[config.mk]
export PLATFORM = sky130hd
export DESIGN_NAME = mem_issue_queue_flat
export DESIGN_NICKNAME = d
export VERILOG_FILES = /design/src/rtl/mem_issue_queue_if.sv /design/src/rtl/mem_issue_queue.sv /design/src/flat_wrapper.sv
export SDC_FILE = /design/constraint.sdc
export NUM_CORES = 1
export LEC_CHECK = 0
export ABC_AREA = 1
export ABC_CLOCK_PERIOD_IN_PS = 2520
export CAP_MARGIN = 20
export CORE_ASPECT_RATIO = 0.6
export CORE_MARGIN = 2
export CORE_UTILIZATION = 55
export CTS_CLUSTER_DIAMETER = 80
export DETAILED_ROUTE_END_ITERATION = 16
export DONT_BUFFER_PORTS = 1
export GPL_TIMING_DRIVEN = 0
export PLACE_DENSITY = 0.7
export SYNTH_ARGS = -nofsm -noshare
export SYNTH_HDL_FRONTEND = slang
export SYNTH_SLANG_ARGS = --single-unit
[constraint.sdc]
create_clock -name i_clk -period 2.52 [get_ports i_clk]
set_input_delay 0.63 -clock i_clk [delete_from_list [all_inputs] [get_ports i_clk]]
set_output_delay 0.63 -clock i_clk [all_outputs]
set_load 0.05 [all_outputs]
[src/rtl/mem_issue_queue_if.sv]
// rtl/mem_issue_queue_if.sv - dispatch, CDB, FU and issue signal bundle for the memory issue queue
//
// Signals:
//   flush                          discard all queued ops
//   disp_valid/robid/operand/      op offered by dispatch; dep_ready/dep_tag/depvals
//   flags/wbs/dep_ready/dep_tag/     index [1] = address A, [0] = data B
//   depvals
//   full                           queue cannot accept dispatch
//   cdb_valid/cdb_id/cdb_val       common data bus broadcast
//   fu_busy                        RAM functional unit stall
//   issue_transmit/robid/operand/  op presented to the RAM FU (one-cycle pulse)
//   flags/wbs/depvals
// Modports: master = surrounding pipeline, slave = queue.
interface mem_issue_queue_if;
  logic            flush;
  logic            disp_valid;
  logic [3:0]      disp_robid;
  logic [7:0]      disp_operand;
  logic [7:0]      disp_flags;
  logic [7:0]      disp_wbs;
  logic [1:0]      disp_dep_ready;
  logic [1:0][3:0] disp_dep_tag;
  logic [1:0][7:0] disp_depvals;
  logic            full;
  logic            cdb_valid;
  logic [3:0]      cdb_id;
  logic [7:0]      cdb_val;
  logic            fu_busy;
  logic            issue_transmit;
  logic [3:0]      issue_robid;
  logic [7:0]      issue_operand;
  logic [7:0]      issue_flags;
  logic [7:0]      issue_wbs;
  logic [1:0][7:0] issue_depvals;

  modport master (
    output flush, disp_valid, disp_robid, disp_operand, disp_flags, disp_wbs,
           disp_dep_ready, disp_dep_tag, disp_depvals, cdb_valid, cdb_id, cdb_val, fu_busy,
    input  full, issue_transmit, issue_robid, issue_operand, issue_flags, issue_wbs,
           issue_depvals
  );

  modport slave (
    input  flush, disp_valid, disp_robid, disp_operand, disp_flags, disp_wbs,
           disp_dep_ready, disp_dep_tag, disp_depvals, cdb_valid, cdb_id, cdb_val, fu_busy,
    output full, issue_transmit, issue_robid, issue_operand, issue_flags, issue_wbs,
           issue_depvals
  );
endinterface

[src/rtl/mem_issue_queue.sv]
// rtl/mem_issue_queue.sv - in-order memory op issue queue with CDB operand snooping
//
// Ports:
//   i_clk        system clock
//   i_rst        synchronous active-high reset
//   o_stall_cnt  saturating count of cycles a ready head was held by fu_busy
//                (present only when MEMQ_STALL_CNT_EN is defined)
//   io           mem_issue_queue_if.slave: dispatch, CDB, FU stall and issue signals
module mem_issue_queue #(
  parameter int DEPTH = 4
) (
  input  logic                  i_clk,
  input  logic                  i_rst,
`ifdef MEMQ_STALL_CNT_EN
  output logic [15:0]           o_stall_cnt,
`endif
  mem_issue_queue_if.slave      io
);
  localparam int PTR_W = $clog2(DEPTH);

  // Pointers carry an extra wrap bit to tell full from empty.
  logic [PTR_W:0]  r_head;
  logic [PTR_W:0]  r_tail;
  logic [DEPTH-1:0] r_valid;
  logic [3:0]      r_robid   [DEPTH];
  logic [7:0]      r_operand [DEPTH];
  logic [7:0]      r_flags   [DEPTH];
  logic [7:0]      r_wbs     [DEPTH];
  logic [1:0]      r_rdy     [DEPTH];
  logic [1:0][3:0] r_tag     [DEPTH];
  logic [1:0][7:0] r_val     [DEPTH];

  logic            r_issue_transmit;
  logic [3:0]      r_issue_robid;
  logic [7:0]      r_issue_operand;
  logic [7:0]      r_issue_flags;
  logic [7:0]      r_issue_wbs;
  logic [1:0][7:0] r_issue_depvals;

  logic [PTR_W-1:0] w_head_idx;
  logic [PTR_W-1:0] w_tail_idx;
  logic             w_full;
  logic             w_disp_acc;
  logic             w_head_ready;
  logic             w_issue;
  logic [1:0]       w_disp_rdy;
  logic [1:0][7:0]  w_disp_val;

  assign w_head_idx = r_head[PTR_W-1:0];
  assign w_tail_idx = r_tail[PTR_W-1:0];
  assign w_full     = (w_head_idx == w_tail_idx) && (r_head[PTR_W] != r_tail[PTR_W]);
  assign w_disp_acc = io.disp_valid && !w_full;

  // Readiness comes from registered bits only, so a head woken by the CDB
  // this cycle issues no earlier than next cycle.
  assign w_head_ready = r_valid[w_head_idx] && (&r_rdy[w_head_idx]);
  assign w_issue      = w_head_ready && !io.fu_busy;

  // An op entering the queue also catches a broadcast on the same cycle.
  always_comb begin
    w_disp_rdy = '0;
    w_disp_val = io.disp_depvals;
    for (int k = 0; k < 2; k++) begin
      if (io.disp_dep_ready[k]) begin
        w_disp_rdy[k] = 1'b1;
      end else if (io.cdb_valid && (io.disp_dep_tag[k] == io.cdb_id)) begin
        w_disp_rdy[k] = 1'b1;
        w_disp_val[k] = io.cdb_val;
      end
    end
  end

  always_ff @(posedge i_clk) begin
    if (i_rst || io.flush) begin
      r_head           <= '0;
      r_tail           <= '0;
      r_valid          <= '0;
      for (int i = 0; i < DEPTH; i++) begin
        r_rdy[i] <= '0;
      end
      r_issue_transmit <= 1'b0;
      r_issue_robid    <= '0;
      r_issue_operand  <= '0;
      r_issue_flags    <= '0;
      r_issue_wbs      <= '0;
      r_issue_depvals  <= '0;
    end else begin
      for (int i = 0; i < DEPTH; i++) begin
        for (int k = 0; k < 2; k++) begin
          if (io.cdb_valid && r_valid[i] && !r_rdy[i][k] && (r_tag[i][k] == io.cdb_id)) begin
            r_rdy[i][k] <= 1'b1;
            r_val[i][k] <= io.cdb_val;
          end
        end
      end

      r_issue_transmit <= w_issue;
      if (w_issue) begin
        r_issue_robid       <= r_robid[w_head_idx];
        r_issue_operand     <= r_operand[w_head_idx];
        r_issue_flags       <= r_flags[w_head_idx];
        r_issue_wbs         <= r_wbs[w_head_idx];
        r_issue_depvals     <= r_val[w_head_idx];
        r_valid[w_head_idx] <= 1'b0;
        r_head              <= r_head + (PTR_W+1)'(1);
      end

      // Full is judged on registered pointers, so a slot freed by this
      // cycle's issue cannot be refilled until the next cycle.
      if (w_disp_acc) begin
        r_valid[w_tail_idx]   <= 1'b1;
        r_robid[w_tail_idx]   <= io.disp_robid;
        r_operand[w_tail_idx] <= io.disp_operand;
        r_flags[w_tail_idx]   <= io.disp_flags;
        r_wbs[w_tail_idx]     <= io.disp_wbs;
        r_rdy[w_tail_idx]     <= w_disp_rdy;
        r_tag[w_tail_idx]     <= io.disp_dep_tag;
        r_val[w_tail_idx]     <= w_disp_val;
        r_tail                <= r_tail + (PTR_W+1)'(1);
      end
    end
  end

`ifdef MEMQ_STALL_CNT_EN
  logic [15:0] r_stall_cnt;

  // Survives flush so stall history spans misprediction recovery.
  always_ff @(posedge i_clk) begin
    if (i_rst) begin
      r_stall_cnt <= '0;
    end else if (w_head_ready && io.fu_busy && (r_stall_cnt != 16'hFFFF)) begin
      r_stall_cnt <= r_stall_cnt + 16'd1;
    end
  end

  assign o_stall_cnt = r_stall_cnt;
`endif

  assign io.full           = w_full;
  assign io.issue_transmit = r_issue_transmit;
  assign io.issue_robid    = r_issue_robid;
  assign io.issue_operand  = r_issue_operand;
  assign io.issue_flags    = r_issue_flags;
  assign io.issue_wbs      = r_issue_wbs;
  assign io.issue_depvals  = r_issue_depvals;
endmodule

[src/flat_wrapper.sv]
// flat-port wrapper written by rule: the top's interface ports become plain ports
module mem_issue_queue_flat 
#(
  parameter int DEPTH = 4
)
  (i_clk, i_rst, io_flush, io_disp_valid, io_disp_robid, io_disp_operand, io_disp_flags, io_disp_wbs, io_disp_dep_ready, io_disp_dep_tag, io_disp_depvals, io_cdb_valid, io_cdb_id, io_cdb_val, io_fu_busy, io_full, io_issue_transmit, io_issue_robid, io_issue_operand, io_issue_flags, io_issue_wbs, io_issue_depvals);
  mem_issue_queue_if io_i ();
  input  logic i_clk;
  input  logic i_rst;
  input wire logic [$bits(io_i.flush)-1:0] io_flush;
  input wire logic [$bits(io_i.disp_valid)-1:0] io_disp_valid;
  input wire logic [$bits(io_i.disp_robid)-1:0] io_disp_robid;
  input wire logic [$bits(io_i.disp_operand)-1:0] io_disp_operand;
  input wire logic [$bits(io_i.disp_flags)-1:0] io_disp_flags;
  input wire logic [$bits(io_i.disp_wbs)-1:0] io_disp_wbs;
  input wire logic [$bits(io_i.disp_dep_ready)-1:0] io_disp_dep_ready;
  input wire logic [$bits(io_i.disp_dep_tag)-1:0] io_disp_dep_tag;
  input wire logic [$bits(io_i.disp_depvals)-1:0] io_disp_depvals;
  input wire logic [$bits(io_i.cdb_valid)-1:0] io_cdb_valid;
  input wire logic [$bits(io_i.cdb_id)-1:0] io_cdb_id;
  input wire logic [$bits(io_i.cdb_val)-1:0] io_cdb_val;
  input wire logic [$bits(io_i.fu_busy)-1:0] io_fu_busy;
  output wire logic [$bits(io_i.full)-1:0] io_full;
  output wire logic [$bits(io_i.issue_transmit)-1:0] io_issue_transmit;
  output wire logic [$bits(io_i.issue_robid)-1:0] io_issue_robid;
  output wire logic [$bits(io_i.issue_operand)-1:0] io_issue_operand;
  output wire logic [$bits(io_i.issue_flags)-1:0] io_issue_flags;
  output wire logic [$bits(io_i.issue_wbs)-1:0] io_issue_wbs;
  output wire logic [$bits(io_i.issue_depvals)-1:0] io_issue_depvals;
  assign io_i.flush = io_flush;
  assign io_i.disp_valid = io_disp_valid;
  assign io_i.disp_robid = io_disp_robid;
  assign io_i.disp_operand = io_disp_operand;
  assign io_i.disp_flags = io_disp_flags;
  assign io_i.disp_wbs = io_disp_wbs;
  assign io_i.disp_dep_ready = io_disp_dep_ready;
  assign io_i.disp_dep_tag = io_disp_dep_tag;
  assign io_i.disp_depvals = io_disp_depvals;
  assign io_i.cdb_valid = io_cdb_valid;
  assign io_i.cdb_id = io_cdb_id;
  assign io_i.cdb_val = io_cdb_val;
  assign io_i.fu_busy = io_fu_busy;
  assign io_full = io_i.full;
  assign io_issue_transmit = io_i.issue_transmit;
  assign io_issue_robid = io_i.issue_robid;
  assign io_issue_operand = io_i.issue_operand;
  assign io_issue_flags = io_i.issue_flags;
  assign io_issue_wbs = io_i.issue_wbs;
  assign io_issue_depvals = io_i.issue_depvals;
  mem_issue_queue #(.DEPTH(DEPTH)) u_core (.i_clk(i_clk), .i_rst(i_rst), .io(io_i));
endmodule
==> Word level (Yosys, flattened, before mapping) <==
Memory sizes are Yosys's and may differ from the RTL's. A register that Yosys moved wholly into a read port is not among the register bits.
Cells that the tools add are included.
{ "totals": {"reg_bits": 11, "latchBits": 0, "ram_bits": 216, "rom_bits": 0, "inputBits": 72, "out_inout_bits": 46, "wordCells": 136, "mem_count": 7} }
{ "classes": {"add_sub_neg": 2, "mul": 0, "n_div": 0, "magnitude_cmp": 4, "eq_ne": 12, "shift": 0, "mux": 56, "n_bitwise": 11, "n_reduce_logical": 40} }
{ "mem_list": {"columns": ["memory", "words", "width", "rd", "rd_clocked_by_memory_dff", "write_ports", "line_no", "rtl"], "rows": [
  ["u_core.r_val", 4, 16, 1, 1, 5, "mem_issue_queue.sv:31", "logic [1:0][7:0] r_val [DEPTH];"],
  ["u_core.r_flags", 4, 8, 1, 1, 1, "mem_issue_queue.sv:27", "logic [7:0] r_flags [DEPTH];"],
  ["u_core.r_operand", 4, 8, 1, 1, 1, "mem_issue_queue.sv:26", "logic [7:0] r_operand [DEPTH];"],
  ["u_core.r_tag", 4, 8, 4, 0, 1, "mem_issue_queue.sv:30", "logic [1:0][3:0] r_tag [DEPTH];"],
  ["u_core.r_wbs", 4, 8, 1, 1, 1, "mem_issue_queue.sv:28", "logic [7:0] r_wbs [DEPTH];"],
  ["u_core.r_robid", 4, 4, 1, 1, 1, "mem_issue_queue.sv:25", "logic [3:0] r_robid [DEPTH];"],
  ["1 more memories", null, null, null, null, null, null, null]
]} }
{ "op_table": {"columns": ["operator", "n"], "rows": [
  ["1-bit two-way mux", 44],
  ["4-bit == test", 10],
  ["8-bit two-way mux", 4],
  ["1-bit logical AND", 28],
  ["4-bit two-way mux", 3],
  ["1-bit logical NOT", 10],
  ["1-bit OR", 8],
  ["3-bit by 1-bit adder with 3-bit output, second input constant", 2],
  ["2-bit by 3-bit less-than comparator with 1-bit output, second input constant", 2],
  ["4-bit AND", 1],
  ["1-bit demux with 2-bit select", 2],
  ["2-bit by 1-bit greater-or-equal comparator with 1-bit output, second input constant", 2],
  ["2-bit two-way mux", 2],
  ["4-bit NOT", 1],
  ["4-bit OR", 1],
  ["1-bit binary-select mux with 2-bit select", 1],
  ["2-bit == test", 1],
  ["2-bit AND reduction", 1],
  ["1-bit logical OR", 1],
  ["1-bit inequality test", 1]
]} }

==> Logic depth before layout (Yosys ltp) <==
Gate-level depths: netlist of the first run.
{ "depth": {"word_depth": 10, "mapped_depth": 11, "ltp_nobuf": 10} }

==> Worst setup path before layout of the first run <==
No wires, ideal clock.
{ "synth_path": {"path_kind": "input -> register", "start": "input io_flush", "end": "memory u_core.r_val[0][10] (netlist bit), enable pin", "setup_time_ns": 0.329, "t_arrival_ns": 1.713, "required_ns": 2.191, "setup_slack_ns": 0.479, "cell_stages": 6, "cell_sequence": "nor2_1 buf_2 inv_2 nor3_1 nand3_1 nand2_1"} }
{ "synth_rtl": {"columns": ["element", "line_no", "rtl"], "rows": [
  ["from (decl)", "flat_wrapper.sv:10", "input wire logic [$bits(io_i.flush)-1:0] io_flush;"],
  ["to (decl)", "mem_issue_queue.sv:31", null]
]} }

==> Final worst setup path of the first run <==
{ "layout_path": {"start": "register u_core.r_head[1]", "end": "output io_full"} }
{ "layout_between": {"elab_chain_len": 2} }
{ "layout_lines": {"columns": ["element", "line_no", "rtl"], "rows": [
  ["from (decl)", "mem_issue_queue.sv:22", "logic [PTR_W:0] r_head;"],
  ["from (signal assigned)", "mem_issue_queue.sv:105", "r_head <= r_head + (PTR_W+1)'(1);"],
  ["2-bit == test", "mem_issue_queue.sv:51", "assign w_full = (w_head_idx == w_tail_idx) && (r_head[PTR_W] != r_tail[PTR_W]);"],
  ["1-bit logical AND", "mem_issue_queue.sv:51", null],
  ["to (decl)", "flat_wrapper.sv:23", "output wire logic [$bits(io_i.full)-1:0] io_full;"]
]} }
Every way passes these cells.

==> results of run 1 <==
-- layer usage --
metal | wire (um) | up-vias
met3 | 4530 | 80
li1 | - | 4153
met4 | 786 | 0
met2 | 13900 | 581
met1 | 14200 | 4221
met5 | 0 | -
-- synth_stat cells (all sizes together) --
| library cell | instances |
|---|---|
| nand2 | 232 |
| nor2 | 217 |
| edfxtp | 210 |
| o21ai | 140 |
| nand3 | 82 |
| inv | 67 |
| dfxtp | 63 |
| o22ai | 47 |
| buf | 30 |
| clkbuf | 30 |
| nand4 | 25 |
| xor2 | 18 |
| a21oi | 8 |
| ha | 8 |
| xnor2 | 5 |
| clkinv | 4 |
| nor3 | 4 |
| nand3b | 2 |
| or2 | 1 |
-- path summary, 6_finish.rpt --
path | startpoint | end | cells after the start
worst max-delay path | u_core.r_head[1] | io_full | 4
worst min-delay path | io_disp_dep_tag[0] | u_core.r_tag[1][0] | 0
worst max register to register | u_core.r_head[0] | u_core.r_val[3][9] | 10
worst min register to register | u_core.r_valid[3] | u_core.r_valid[3] | 2
-- registers in the layout, summed over array words and instances, names as in the netlist, named ones only --
signal                    count
u_core.io.issue_flags         8
u_core.r_wbs                 32
u_core.io.issue_transmit      1
u_core.r_valid                4
u_core.r_robid               16
u_core.io.issue_operand       8
u_core.r_head                 3
u_core.r_rdy                  8
u_core.io.issue_depvals      16
u_core.r_flags               32
u_core.r_val                 64
u_core.r_tail                 3
u_core.io.issue_wbs           8
u_core.io.issue_robid         4
u_core.r_operand             32
u_core.r_tag                 32
-- area by class of cell --
cell class	instances	area [um^2]
multi-input combinational	789	3710
tap	279	349
clock inverter	12	68.8
clock buffer	34	743
sequential	273	7570
fill	1727	8040
buffer	60	334
inverter	71	270
-- cell families (layout without fill, tap and decap cells) --
group                      after synthesis  after routing  synth area share
and+or+nand+nor                        563            563             0.200
DFF                                    273            273             0.638
buffers and inverters                  131            177            0.0498
adders and majority gates                8              8           0.00843
AOI/OAI and AO/OA                      195            195            0.0872
xor gates and xnor gates                23             23            0.0176
-- critical path, stage by stage, from the launching register on --
cell and delay [ns]:
dfxtp_1 0.43, buf_6 0.22, xnor2_2 0.15, nand3_4 0.18, clkinvlp_4 0.25
-- power by group through the flow --
stage	combinational (mW)	sequential [mW]	clock, mW
finish	0.369	4.91	3.78
global route	0.401	4.91	3.98
CTS	0.358	4.91	3.79
floorplan	0.243	5.00	0
detailed placement	0.356	5.01	0
global placement	0.349	5.01	0
==> metrics.txt, run 1 <==
CTS buffer count 25; power density cells 694 mW/mm^2; RSZ-0062 raised after global routing false; largest net degree at the start of global routing 46; most frequent cells in the layout nand2_1, nor2_1, edfxtp_1, o21ai_0, nand3_1; Syn Nets 1273; H-tree depth 1; drt via density 5.95; worst slack, placed -0.206 ns; first-pass GRT wire length 50.1 mm; post_cts resized 2; worst vdd ir 0.618 mV; cell taking the most area after synthesis edfxtp_1; die width 194 um; worst setup path class reg2out; setup violators final 0; port bufs 0; top cell type's share of synthesized area 0.531; Setup TNS Final 0 ns; endpoints failing hold 0; met3 Use GR 0.0862; total gr overflow 0; fin util 0.619; most common cell after layout, fill and taps aside nand2_1; area grow syn2layout 9.93%; Critical Path Fanout Max 10; drt total wl 33.4 mm; Antenna Cells 0; Clk pwr share 0.417; Reg power frac 0.542; die footprint 0.0228 mm^2; first drt pass iteration count 6; critical path data arrival time 1.78 ns; initial antenna violation count 0; P_int ~7 mW; Worst Hold Slack approximately 0.18 ns; met2 GRT Util 0.415; number of core rows approximately 40; Leakage 4.95 nW; routability cong. 0.946; Post-CTS Setup Inserts 0; # IOs 118; FF+latch count, synth roughly 270; required time of the critical path 1.89 ns; top cells by area, synth edfxtp_1, dfxtp_1, nand2_1, nor2_1, o21ai_0; core area 0.0211 mm^2; sequential share of the synthesized area 0.638; DR iter-0 viols 1322; Clock Sinks 273; DR vias 9035; proportion of layout cells with a drive suffix above 1 0.0743; Final Cell Area 0.0130 mm^2; CTS tree built; CTS root buf clkbuf_16; Comb power frac 0.041; Inst Count DP 1472; clk slew on worst S/H paths 0.08 ns; Initial Util 0.563; FMAX 414 MHz; WL per Instance between 20 and 25 um; Post-Layout Cell Count 1518; Placed Area ~0.012 mm^2; Synth warnings 0; post-DP HPWL 22.4 mm; GRT Overall Usage 0.291; Post-Synthesis Cells 1193; Worst Skew 0.0186 ns; Worst-Margin Slew 0.691 ns; Netlist cell types 30; Post-Synthesis Mean Instance Area between 9 and 10 um^2; # DRC 0; hold bufs inserted after CTS 0; Final Power about 9 mW; Worst Hold Class in2reg; reg2reg setup slack ~0.14 ns; post-synthesis cell area 0.0119 mm^2; Sw Share 0.220; status finished clean; Period minus WS final 2.41 ns; max-slew violation count 0; max_cap viols 0; CP Capture Type primary output; final setup margin 0.106 ns; Final #Nets 1300; Clk Latency, worst-skew pair 0.54 ns; Antenna Nets Post-Route 0; CTS Buffer Depth 3; GRT Max-Usage Layer met1; Worst slew margin 0.538; NetSw 1.99 mW; M1 GR Usage 0.435; chip height approximately 120 um; crit share post-route 0.958; CP startpoint kind register; via count of the first global-routing pass approximately 8600
No activity file was read; power rests on OpenSTA's default activity.
==> run 2: changes to the inputs <==
- SLEW_MARGIN: not set -> 20
==> results of run 2 <==
Final layout, timing and power as in run 1 (identical DEF).
